--- src/rtl/fetch_stage.sv ---
// fetch_stage: instruction-fetch stage feeding decode.
// Keeps the program counter and issues reads to instruction memory with at
// most one request outstanding. The fetched word, its PC and its
// fall-through PC go to decode through an output register. A one-entry skid
// buffer holds a response that arrives while decode is stalled. A flush
// redirects fetch and drops any response still in flight.
// Optional feature macro: BTFN_PREDICT_EN. When it is defined, a static
// backward-taken / forward-not-taken predictor picks the next fetch address.

module fetch_stage #(
   parameter logic [31:0] RESET_PC = 32'h0000_0000,
   parameter logic [31:0] NOP_INSN = 32'h0000_0013
) (
   input  logic        clk,
   input  logic        rst_n,
   input  logic        stall,
   input  logic        flush,
   input  logic [31:0] redirect_pc,
   output logic        imem_req,
   output logic [31:0] imem_addr,
   input  logic        imem_valid,
   input  logic [31:0] imem_rdata,
   output logic [31:0] ir,
   output logic [31:0] pc1,
   output logic [31:0] notbranchD
);

   typedef enum logic [1:0] {
      ISSUE = 2'd0,   // ready to issue from pc_q once the buffer is empty
      WAIT  = 2'd1,   // one request outstanding
      DROP  = 2'd2    // one stale request outstanding; discard its response
   } state_t;

   state_t      state, state_nxt;
   logic [31:0] pc_q;        // next address to request from ISSUE
   logic [31:0] req_pc;      // address of the outstanding request
   logic [31:0] buf_ir;
   logic [31:0] buf_pc;
   logic        buf_valid;
   logic [31:0] nxt;         // address that follows the current response

   logic        resp;        // live response in WAIT, not flushed
   logic        take;        // response goes straight to the output register
   logic        park;        // response goes into the skid buffer (stalled)
   logic        issue_a;     // issue from pc_q while in ISSUE
   logic        issue_b;     // back-to-back issue while a response is taken

`ifdef BTFN_PREDICT_EN
   logic [31:0] j_imm;
   logic [31:0] b_imm;

   // Predecode the response word: take backward branches and JAL, fall through otherwise
   always_comb begin
      // NOTE: every signal written here gets a default first, so no path leaves
      // it unassigned and no latch is inferred.
      j_imm = {{12{imem_rdata[31]}}, imem_rdata[19:12], imem_rdata[20],
               imem_rdata[30:21], 1'b0};
      b_imm = {{20{imem_rdata[31]}}, imem_rdata[7], imem_rdata[30:25],
               imem_rdata[11:8], 1'b0};
      nxt   = req_pc + 32'd4;
      if (imem_rdata[6:0] == 7'b1101111) begin
         nxt = req_pc + j_imm;
      end else if (imem_rdata[6:0] == 7'b1100011 && imem_rdata[31]) begin
         nxt = req_pc + b_imm;
      end
   end
`else
   // Sequential fetch: the next address is always the fall-through
   assign nxt = req_pc + 32'd4;
`endif

   // State register
   always_ff @(posedge clk or negedge rst_n) begin
      // NOTE: clocked state uses non-blocking assignments so every register
      // samples pre-edge values regardless of process ordering.
      if (!rst_n) begin
         state <= ISSUE;
      end else begin
         state <= state_nxt;
      end
   end

   // Next-state logic: flush overrides everything, else follow the request/response handshake
   always_comb begin
      state_nxt = state;
      if (flush) begin
         // An unanswered request is still in flight: its response must be dropped
         if ((state == WAIT || state == DROP) && !imem_valid) begin
            state_nxt = DROP;
         end else begin
            state_nxt = ISSUE;
         end
      end else begin
         unique case (state)
            ISSUE:   if (issue_a)    state_nxt = WAIT;
            WAIT:    if (imem_valid) state_nxt = issue_b ? WAIT : ISSUE;
            DROP:    if (imem_valid) state_nxt = ISSUE;
            default: state_nxt = ISSUE;
         endcase
      end
   end

   // FSM outputs: response classification and the memory request
   always_comb begin
      resp      = (state == WAIT) && imem_valid && !flush;
      take      = resp && !stall;
      park      = resp && stall;
      issue_a   = (state == ISSUE) && !buf_valid && !flush;
      issue_b   = take && !buf_valid;
      // Held low during reset so memory sees no request until fetch starts
      imem_req  = rst_n && (issue_a || issue_b);
      imem_addr = issue_b ? nxt : pc_q;
   end

   // Fetch address bookkeeping: redirect on flush, advance when a response parks
   always_ff @(posedge clk or negedge rst_n) begin
      if (!rst_n) begin
         pc_q   <= RESET_PC;
         req_pc <= RESET_PC;
      end else begin
         if (flush) begin
            pc_q <= redirect_pc;
         end else if (park) begin
            pc_q <= nxt;
         end
         if (imem_req) begin
            req_pc <= imem_addr;
         end
      end
   end

   // Skid buffer occupancy: fill on a stalled response, drain when decode accepts
   always_ff @(posedge clk or negedge rst_n) begin
      if (!rst_n) begin
         buf_valid <= 1'b0;
      end else if (flush) begin
         buf_valid <= 1'b0;
      end else if (park) begin
         buf_valid <= 1'b1;
      end else if (!stall) begin
         buf_valid <= 1'b0;
      end
   end

   // Skid buffer payload: captured alongside buf_valid
   always_ff @(posedge clk) begin
      // NOTE: the payload is not reset; it is only ever read while buf_valid
      // is set, and buf_valid is reset.
      if (park) begin
         buf_ir <= imem_rdata;
         buf_pc <= req_pc;
      end
   end

   // Decode-facing output register: flush bubbles, stall holds, else buffer/response/bubble
   always_ff @(posedge clk or negedge rst_n) begin
      if (!rst_n) begin
         ir         <= NOP_INSN;
         pc1        <= '0;
         notbranchD <= '0;
      end else if (flush) begin
         ir <= NOP_INSN;
      end else if (!stall) begin
         if (buf_valid) begin
            ir         <= buf_ir;
            pc1        <= buf_pc;
            notbranchD <= buf_pc + 32'd4;
         end else if (take) begin
            ir         <= imem_rdata;
            pc1        <= req_pc;
            notbranchD <= req_pc + 32'd4;
         end else begin
            ir <= NOP_INSN;
         end
      end
   end

endmodule

--- config.mk ---
export PLATFORM = sky130hd
export DESIGN_NAME = fetch_stage
export DESIGN_NICKNAME = d
export VERILOG_FILES = /design/src/rtl/fetch_stage.sv
export SDC_FILE = /design/constraint.sdc
export NUM_CORES = 1
export LEC_CHECK = 0
export ABC_AREA = 1
export BUFFER_PORTS_ARGS = -buffer_cell sky130_fd_sc_hd__buf_2
export CAP_MARGIN = 5
export CORE_UTILIZATION = 54
export CTS_CLUSTER_DIAMETER = 120
export DETAILED_ROUTE_END_ITERATION = 16
export PLACE_DENSITY = 0.82
export SLEW_MARGIN = 20
export SYNTH_ARGS = -nofsm -noshare
export SYNTH_HDL_FRONTEND = slang
export SYNTH_SLANG_ARGS = --single-unit
--- constraint.sdc ---
create_clock -name clk -period 6.39 [get_ports clk]
set_input_delay 0.639 -clock clk [delete_from_list [all_inputs] [get_ports clk]]
set_output_delay 0.639 -clock clk [all_outputs]
set_load 0.1 [all_outputs]
==> reports/results.tsv, run 1 <==
stage	metric	value	unit
finish	drive_gt1_share	18.50	%
pwr	total_power	6.401	mW
die	coreArea	20360	um2
clocking	holdBufCountCts	0	
yosys	yosysSeqAreaShare	52.83	%
timing	rsz0062_at_grt	false	
worst_hold_path	worstHoldPathType	in2async	
placement	post-dp-hpwl	22970	um
die	rows	52	
timing	setup_violations	0	
placement	io_buffers	197	
timing	clock.fmax	0.2323	GHz
clocking	post_cts_buffers	0	
global_routing	antenna_found_initial	4	
setup_path	worstPathArrival	3.67	ns
setup_path	cp.required	5.75	ns
yosys	ys_seq_elements	225	
detailed_routing	via_count	10170	
pwr	power_density	487.7	nW/um2
setup_path	cp-end-kind	primary output	
die	die_area	21450	um2
yosys	ys_async_sr_fraction	71.56	%
placement	gp_congestion	0.9317	
setup_path	cp_max_fo	42	
timing	tns	0	ns
yosys	synthFlopType	dfrtp_1	
detailed_routing	wirelength	32230	um
yosys	ys_warn_count	0	
timing	skew	0.008671	ns
flow_run	timing.max_cap.violations	0	
yosys	synthCells	1358	
detailed_routing	ant_nets	0	
global_routing	grt_pass1_wl	50950	um
placement	dpl-instance-area	12350	um2
timing	finalHoldViolCount	0	
global_routing	overflow	0	
die	ioPinCount	198	
clocking	cts_root_buf	clkbuf_16	
pwr	power.ir.vdd_worst	0.3485	mV
pwr	power.leakage	6.247	nW
outcome	status	finished, final reports clean	
global_routing	grt_pass1_vias	9620	
timing	relSlewSlack	29.80	%
die	die_width	146.5	um
yosys	synth_edf_count	64	
setup_path	path_class	reg2out	
finish	regArea	5956	um2
detailed_routing	wl_per_cell	17.74	um
yosys	syn_nets	1432	
global_routing	grt_max_degree	95	
yosys	avgSynthCellArea	8.300	um2
detailed_routing	drtIter0Drc	870	
yosys	ys_types	41	
clocking	cts_resized	0	
clocking	clk_latency	0.52	ns
clocking	cts_tree	done	
finish	fill_cells	1738	
die	initial_utilization	55.35	%
detailed_routing	vias_per_cell	5.599	
clocking	clockBufferDepth	3	
timing	tightest_slew	1.052	ns
detailed_routing	drc_errors	0	
clocking	cts_sinks	225	
clocking	cts-buffers-inserted	24	
timing	slew_violations	0	
timing	fin_crit	4.305	ns
clocking	clk_pin_slew	0.06	ns
setup_path	ff2ff_path_depth	10	
finish	multiInputGateArea	4721	um2
die	die_h	146.5	um
finish	syn2layout_area_growth	16.45	%
finish	stdcell_area	13130	um2
clocking	cts_htree_levels	1	
global_routing	grt_use_total	30.35	%
yosys	synth_area	11270	um2
detailed_routing	first_pass_iters	7	
setup_path	start_kind	flop	
finish	nNetsFinal	1602	
timing	period_share	67.37	%
[path summary, 6_finish.rpt]
path                                 from              to  slack (ns)
setup / recovery                 state[1]   imem_addr[18]        2.09
hold / removal                      rst_n   notbranchD[7]       0.003
setup reg to reg                 state[1]      req_pc[29]        3.59
hold reg to reg            notbranchD[28]  notbranchD[28]        0.48
max in group asynchronous           rst_n       buf_valid        5.05
min in group clk           imem_rdata[31]      buf_ir[31]        0.31
[Yosys cell counts, types with 2 or more instances]
cell,number,area (um2)
nor2_1,114,427.9
ha_1,5,62.56
o22ai_1,4,25.02
clkbuf_1,22,82.58
a21boi_1,2,15.01
inv_1,58,217.7
o221ai_1,2,17.52
and2_1,9,56.30
a21boi_0,3,22.52
xnor2_1,9,78.83
buf_1,7,26.28
nand2_2,4,25.02
or2_2,11,68.82
buf_6,7,78.83
nand3b_1,12,90.09
nor2_2,4,25.02
o211ai_1,24,180.2
a31oi_1,37,231.5
a21oi_1,4,20.02
nand2_4,3,33.78
buf_4,8,60.06
nand3_1,87,435.4
dfstp_2,3,78.83
dfrtp_1,158,3954
edfxtp_1,64,1922
nor3_1,2,10.01
xor2_1,15,131.4
o21a_1,7,52.55
o21ai_1,15,75.07
nand2_1,569,2136
a22o_1,29,254.0
o21ai_0,21,105.1
nor2_4,8,90.09
buf_2,18,90.09
inv_2,7,26.28
[metrics by stage]
step	worst slack [ns]	instances	hold slack [ns]	util, %
detailed placement	2.236	1772	0.4601	60.63
floorplan	2.163	1358	0.3434	-
global route	1.890	1816	0.009713	64.44
finish	2.085	1817	0.003205	64.45
CTS	2.099	1816	0.007412	64.44
global placement	2.345	1772	0.4580	60.63
[critical path, stage by stage (launching register included)]
cell and delay, ns:
dfrtp_1 0.38, inv_1 0.10, ha_1 0.17, nand2_1 0.16, nor2_4 0.16, nand2_4 0.20, inv_2 0.63, buf_4 0.46
or2_2 0.19, a21boi_0 0.21, buf_2 0.47
[sequential cells by signal, summed over array words and instances, names as in the netlist]
signal      count
buf_pc         32
pc1            32
notbranchD     30
buf_valid       1
pc_q           32
req_pc         32
buf_ir         32
state           2
ir             32
[layer usage]
metal / track usage, % / routed length [um] / part of all wire (%)
met2: 46.45 / 14490 / 45
met4: 11.35 / 1236 / 3.8
met3: 6.781 / 3045 / 9.4
met1: 42.39 / 13420 / 42
met5: 0 / 41 / 0.13
[area by class of cell]
cell class                      instances  area share (%)
Tap cell                              270           2.574
Sequential cell                       225           45.38
Multi-Input combinational cell       1004           35.97
Inverter                               66           1.926
Clock buffer                           38           5.682
Timing Repair Buffer                  207           8.227
Antenna cell                            1         0.01907
Clock inverter                          6          0.2288
[where the power goes]
part           switching (mW)  internal, mW
Combinational            2.42         0.470
Sequential              0.321          1.83
Clock                   0.562         0.798
[placed cells by master, fill, tap and decap left out, drive strengths merged, types with 9 or more instances in the layout]
cell and count:
nand2 576, buf 207, dfrtp 158, nor2 126, nand3 87, inv 66, edfxtp 64, clkbuf 38
a31oi 37, o21ai 36, a22o 29, o211ai 24, xor2 16, nand3b 12, or2 11, and2 9
xnor2 9
[cells by family after synthesis]
family | synth area share [%]
AO/OA/AOI/OAI | 9.114
flip-flops | 52.83
XOR/XNOR | 2.009
adder cells (fa/ha/maj) | 0.5551
AND/OR/NAND/NOR | 30.21
buffers and inverters | 5.284
Note: power is estimated with default switching activity, not from simulation.
==> inputs of run 2 (changes only) <==
==> constraint.sdc (replaced) <==
create_clock -name clk -period 4.2 [get_ports clk]
set_input_delay 0.42 -clock clk [delete_from_list [all_inputs] [get_ports clk]]
set_output_delay 0.42 -clock clk [all_outputs]
set_load 0.1 [all_outputs]
==> reports/results.tsv, run 2 (synthesized netlist as in run 1, its figures left out) <==
stage	metric	value	unit	change
setup_path	ff2ff_path_depth	11		was 10
clocking	post_cts_buffers	0		unchanged
clocking	cts_root_buf	clkbuf_16		unchanged
clocking	clockBufferDepth	3		unchanged
setup_path	worstPathArrival	3.45	ns	was 3.67 ns
placement	io_buffers	197		unchanged
finish	drive_gt1_share	18.52	%	was 18.50%
placement	place_ws	0.9200	ns	was 2.236 ns
finish	regArea	5956	um2	unchanged
detailed_routing	drtIter0Drc	920		was 870
die	die_h	146.5	um	unchanged
setup_path	cp.required	3.78	ns	was 5.75 ns
finish	nNetsFinal	1606		was 1602
detailed_routing	ant_nets	0		unchanged
worst_hold_path	worstHoldPathType	in2reg		was in2async
flow_run	timing.max_cap.violations	0		unchanged
die	die_width	146.5	um	unchanged
clocking	cts_htree_levels	1		unchanged
detailed_routing	vias_per_cell	5.560		was 5.599
global_routing	grt_pass1_vias	9779		was 9620
clocking	cts_sinks	225		unchanged
global_routing	grt_pass1_wl	51510	um	was 50950 um
global_routing	overflow	0		unchanged
finish	fill_cells	1701		was 1738
die	ioPinCount	198		unchanged
setup_path	rrSetupSlack	1.34	ns	was 3.59 ns
clocking	clk_latency	0.52	ns	about the same
detailed_routing	via_count	10130		was 10170
timing	rsz0062_at_grt	false		unchanged
detailed_routing	drc_errors	0		unchanged
clocking	cts_tree	done		unchanged
worst_hold_path	whs_path_depth	1		
die	coreArea	20360	um2	unchanged
pwr	power.ir.vdd_worst	0.3737	mV	was 0.3485 mV
setup_path	cp-end-kind	primary output		unchanged
setup_path	cp_max_fo	45		was 42
finish	final_cell_mix	nand2_1, buf_2, dfrtp_1		unchanged
placement	gp_congestion	0.9890		was 0.9317
timing	tns	0	ns	unchanged
pwr	power_density	735.5	nW/um2	was 487.7 nW/um2
timing	fin_crit	3.869	ns	
pwr	power.leakage	6.357	nW	was 6.247 nW
worst_hold_path	holdPathEnd	buf_ir[5]		
detailed_routing	wirelength	32410	um	was 32230 um
timing	relSlewSlack	32.24	%	was 29.80%
timing	finalHoldViolCount	0		unchanged
clocking	clk_pin_slew	0.06	ns	about the same
finish	syn2layout_area_growth	19.25	%	was 16.45%
timing	period_share	92.12	%	
timing	skew	0.007782	ns	was 0.008671 ns
placement	post-dp-hpwl	22870	um	was 22970 um
timing	clock.fmax	0.2585	GHz	
setup_path	path_class	reg2out		unchanged
timing	slew_violations	0		unchanged
timing	setup_violations	0		unchanged
global_routing	grt_use_total	30.54	%	was 30.35%
global_routing	antenna_found_initial	5		was 4
worst_hold_path	min-delay-start	imem_rdata[5]		
outcome	status	finished, final reports clean		unchanged
timing	fin_ws	0.3308	ns	was 2.085 ns
finish	final_common_cell	nand2_1		unchanged
detailed_routing	first_pass_iters	6		was 7
detailed_routing	wl_per_cell	17.79	um	was 17.74 um
die	rows	52		unchanged
clocking	cts-buffers-inserted	24		unchanged
die	die_area	21450	um2	unchanged
finish	multiInputGateArea	4721	um2	unchanged
timing	tightest_slew	1.016	ns	was 1.052 ns
setup_path	r2r_start	state[1]		unchanged
die	initial_utilization	55.35	%	unchanged
setup_path	rr_endpoint	req_pc[20]		was req_pc[29]
global_routing	grt_max_degree	95		unchanged
setup_path	start_kind	flop		unchanged
[run 2: worst max-delay path by stage]
stage	cells after the start	end	start
finish	9	imem_addr[22]	state[1]
global placement	9	imem_addr[19]	state[1]
global route	10	imem_addr[22]	state[1]
floorplan	9	imem_addr[16]	state[1]
CTS	9	imem_addr[19]	state[1]
detailed placement	9	imem_addr[19]	state[1]
[run 2: worst max-delay path, stage by stage (launching register included)]
cell and delay [ns]:
dfrtp_1 0.38, inv_1 0.10, ha_1 0.19, nand2_1 0.17, nor2_4 0.16, nand2_4 0.20
inv_2 0.63, buf_4 0.43, o21a_1 0.17, buf_2 0.43
[run 2: layout make-up]
class                           count  area share [%]
Clock inverter                     14          0.8564
Antenna cell                        2         0.03724
Inverter                           66           1.880
Tap cell                          270           2.513
Timing Repair Buffer              211           10.32
Clock buffer                       30           4.953
Multi-Input combinational cell   1004           35.12
Sequential cell                   225           44.31
[run 2: metal layers]
| layer | GRT usage (%) | up-vias | wire [um] |
|---|---|---|---|
| met5 | 0 | - | 27 |
| met4 | 11.67 | 4 | 1201 |
| met3 | 6.281 | 90 | 3083 |
| met2 | 47.88 | 518 | 14780 |
| met1 | 41.95 | 4730 | 13310 |
| li1 | - | 4788 | - |
[run 2: what timing repair did]
| item | CTS | global route |
|---|---|---|
| gates resized for setup | 0 | 0 |
| hold buffers | 1 | 0 |
| hold endpoints to repair | 48 | 0 |
[run 2: where the power goes]
part	leakage [nW]	switching [mW]	internal, mW
combinational	3.38	3.73	0.797
sequential	2.59	0.470	2.78
clock	0.381	0.867	1.24
total	6.36	5.06	4.82
[run 2: metrics by stage]
stage               instance area (um2)  util, %  total power, mW  hold slack, ns  std cells
floorplan                         11270        -            6.767          0.1244       1358
global placement                  12620    61.96            7.705          0.4116       1774
detailed placement                12620    61.96            7.771          0.4108       1774
CTS                               13410    65.84            9.870         0.08385       1819
global route                      13440    65.97            10.24         0.08739       1820
finish                            13440    66.00            9.886         0.09341       1822
==> inputs of run 3 (changes only) <==
==> config.mk (replaced) <==
export PLATFORM = sky130hd
export DESIGN_NAME = fetch_stage
export DESIGN_NICKNAME = d
export VERILOG_FILES = /design/src/rtl/fetch_stage.sv
export SDC_FILE = /design/constraint.sdc
export NUM_CORES = 1
export LEC_CHECK = 0
export BUFFER_PORTS_ARGS = -buffer_cell sky130_fd_sc_hd__buf_2
export CAP_MARGIN = 5
export CORE_UTILIZATION = 54
export CTS_CLUSTER_DIAMETER = 40
export DETAILED_ROUTE_END_ITERATION = 16
export PLACE_DENSITY = 0.83
export SLEW_MARGIN = 20
export SYNTH_ARGS = -nofsm -noshare
export SYNTH_HDL_FRONTEND = slang
export SYNTH_SLANG_ARGS = --single-unit
export TNS_END_PERCENT = 50
==> reports/results.tsv, run 3 <==
stage	metric	value	unit	change
clocking	cts_resized	0		unchanged
detailed_routing	via_count	9028		was 10130
finish	final_cell_mix	buf_2, dfrtp_1, nand2_1		was nand2_1, buf_2, dfrtp_1
timing	skew	0.01389	ns	was 0.007782 ns
setup_path	cp-end-kind	primary output		unchanged
timing	finalHoldViolCount	0		unchanged
yosys	ys_seq_elements	225		unchanged
timing	tns	0	ns	unchanged
clocking	clk_pin_slew	0.06	ns	about the same
setup_path	path_class	reg2out		unchanged
yosys	synth_top_cell_by_area	dfrtp_1		unchanged
placement	post-dp-hpwl	20320	um	was 22870 um
detailed_routing	drtIter0Drc	1259		was 920
setup_path	r2r_start	buf_valid		was state[1]
clocking	cts_sinks	225		unchanged
yosys	synthTopCellsByArea	dfrtp_1, edfxtp_1, nand2_1		was dfrtp_1, nand2_1, edfxtp_1
clocking	cts_root_buf	clkbuf_16		unchanged
finish	syn2layout_area_growth	21.86	%	was 19.25%
pwr	power.leakage	5.576	nW	was 6.357 nW
timing	fin_crit	3.733	ns	was 3.869 ns
worst_hold_path	min-delay-start	imem_rdata[23]		was imem_rdata[5]
setup_path	cp_max_fo	51		was 45
worst_hold_path	worstHoldPathType	in2reg		unchanged
global_routing	grt_max_degree	100		was 95
timing	clock.fmax	0.2679	GHz	was 0.2585 GHz
yosys	synth_top_area_share	37.05	%	was 35.08%
die	die_width	142.6	um	was 146.5 um
timing	setup_violations	0		unchanged
timing	tightest_slew	0.9594	ns	was 1.016 ns
clocking	post_cts_buffers	0		unchanged
outcome	status	finished, final reports clean		unchanged
finish	drive_gt1_share	24.79	%	was 18.52%
yosys	synthFlopType	dfrtp_1		unchanged
detailed_routing	wirelength	29800	um	was 32410 um
clocking	clk_latency	0.55	ns	was 0.52 ns
die	coreArea	19400	um2	was 20360 um2
placement	gp_congestion	0.9523		was 0.9890
setup_path	worstPathArrival	3.31	ns	was 3.45 ns
timing	slew_violations	0		unchanged
die	ioPinCount	198		unchanged
detailed_routing	wl_per_cell	20.25	um	was 17.79 um
setup_path	start_kind	flop		unchanged
global_routing	grt_use_total	29.62	%	was 30.54%
global_routing	antenna_found_initial	0		was 5
finish	nNetsFinal	1258		was 1606
finish	fill_cells	1479		was 1701
placement	io_buffers	197		unchanged
yosys	avgSynthCellArea	10.49	um2	was 8.300 um2
global_routing	grt_pass1_wl	46940	um	was 51510 um
global_routing	grt_pass1_vias	8597		was 9779
clocking	cts_htree_levels	1		unchanged
clocking	cts-buffers-inserted	28		was 24
pwr	power_density	775.7	nW/um2	was 735.5 nW/um2
timing	period_share	88.88	%	was 92.12%
flow_run	timing.max_cap.violations	0		unchanged
die	initial_utilization	55.01	%	was 55.35%
finish	final_common_cell	buf_2		was nand2_1
die	die_h	142.6	um	was 146.5 um
yosys	synth_most_common_cell	dfrtp_1		was nand2_1
timing	relSlewSlack	35.81	%	was 32.24%
timing	rsz0062_at_grt	false		unchanged
yosys	synth_edf_count	64		unchanged
yosys	ys_warn_count	0		unchanged
yosys	ys_top_cells_by_count	dfrtp_1, nand2_1, nor2_1		was nand2_1, dfrtp_1, nor2_1
global_routing	overflow	0		unchanged
detailed_routing	first_pass_iters	6		unchanged
setup_path	cp.required	3.78	ns	about the same
detailed_routing	vias_per_cell	6.137		was 5.560
yosys	syn_nets	1091		was 1432
clocking	cts_tree	done		unchanged
setup_path	crit_start	state[1]		unchanged
yosys	ys_async_sr_fraction	71.56	%	unchanged
yosys	synth_area	10670	um2	was 11270 um2
die	rows	51		was 52
detailed_routing	ant_nets	0		unchanged
die	die_area	20330	um2	was 21450 um2
clocking	holdBufCountCts	1		unchanged
pwr	power.ir.vdd_worst	0.4874	mV	was 0.3737 mV
detailed_routing	drc_errors	0		unchanged
finish	post-route-util	67.03	%	was 66.00%
yosys	ys_types	55		was 41
finish	antenna_cells	0		was 2
clocking	clockBufferDepth	3		unchanged
yosys	yosysSeqAreaShare	55.80	%	was 52.83%
yosys	synthCells	1017		was 1358
## run 3: cell types whose count changed in the layout (fill, tap and decap cells not counted), moves of 28 or more
cell and delta:
o21ai_0 +66, a31oi_1 -28, nand3_1 -65, a21oi_1 +52, a22oi_1 +57, mux2i_1 +38
nand2_1 -451, a22o_1 -28, inv_1 -46
## run 3: worst max-delay path, stage by stage (launching register included)
cell	delay, ns
dfrtp_1	0.40
inv_1	0.09
ha_1	0.24
and3b_1	0.19
buf_4	0.32
nand2_2	0.62
o21ai_0	0.66
buf_12	0.24
## run 3: cells by family (layout without fill, tap and decap cells)
kind of cell,count (synthesis),count (layout),synth area share (%)
simple gates,320,320,14.56
flops,225,225,55.80
compound gates,272,272,16.02
buf+inv,91,280,3.623
fa+ha+maj,5,5,0.5863
xor+xnor,48,48,3.940
mux,56,56,5.464
## run 3: stage by stage
| step | instance area, um2 | power [mW] | hold slack [ns] | setup WS [ns] | std cells |
|---|---|---|---|---|---|
| floorplan | 10670 | 6.711 | 0.1244 | 0.3036 | 1017 |
| global placement | 12070 | 7.631 | 0.4020 | 1.147 | 1418 |
| detailed placement | 12070 | 7.699 | 0.4025 | 1.080 | 1418 |
| CTS | 13000 | 10.07 | 0.04717 | 0.4828 | 1471 |
| global route | 13000 | 10.44 | 0.04914 | 0.2273 | 1471 |
| finish | 13000 | 10.09 | 0.06030 | 0.4669 | 1471 |
## run 3: metal layers
metal / GRT usage (%) / part of all wire, %
met3: 5.585 / 10
met5: 0 / 0
met2: 43.29 / 45
met1: 43.59 / 42
met4: 11.66 / 3.3
## run 3: area by class of cell
type                    count  area [um2]  share of cell area (%)
clock buffers              35       737.0                   5.668
clock inverters            17       190.2                   1.463
inverters                  14       52.55                  0.4042
multi-input cells         701        4343                   33.40
flip-flops and latches    225        5958                   45.82
well taps                 265       331.6                   2.550
repair buffers            214        1390                   10.69
## run 3: final timing paths
path                                 endpoint  slack, ns  cells after the start
min in group asynchronous              pc1[4]       0.39                      2
worst min register to register  notbranchD[6]       0.47                      2
worst max register to register  notbranchD[9]       1.36                      6
worst max-delay path             imem_addr[6]       0.47                      7
worst min-delay path               buf_ir[23]       0.06                      1
max in group asynchronous               ir[2]       2.60                      3
## run 3: power breakdown
part	internal, mW	leakage, nW	switching [mW]
sequential	2.79	2.61	0.554
combinational	0.822	2.52	3.54
clock	1.44	0.448	0.942
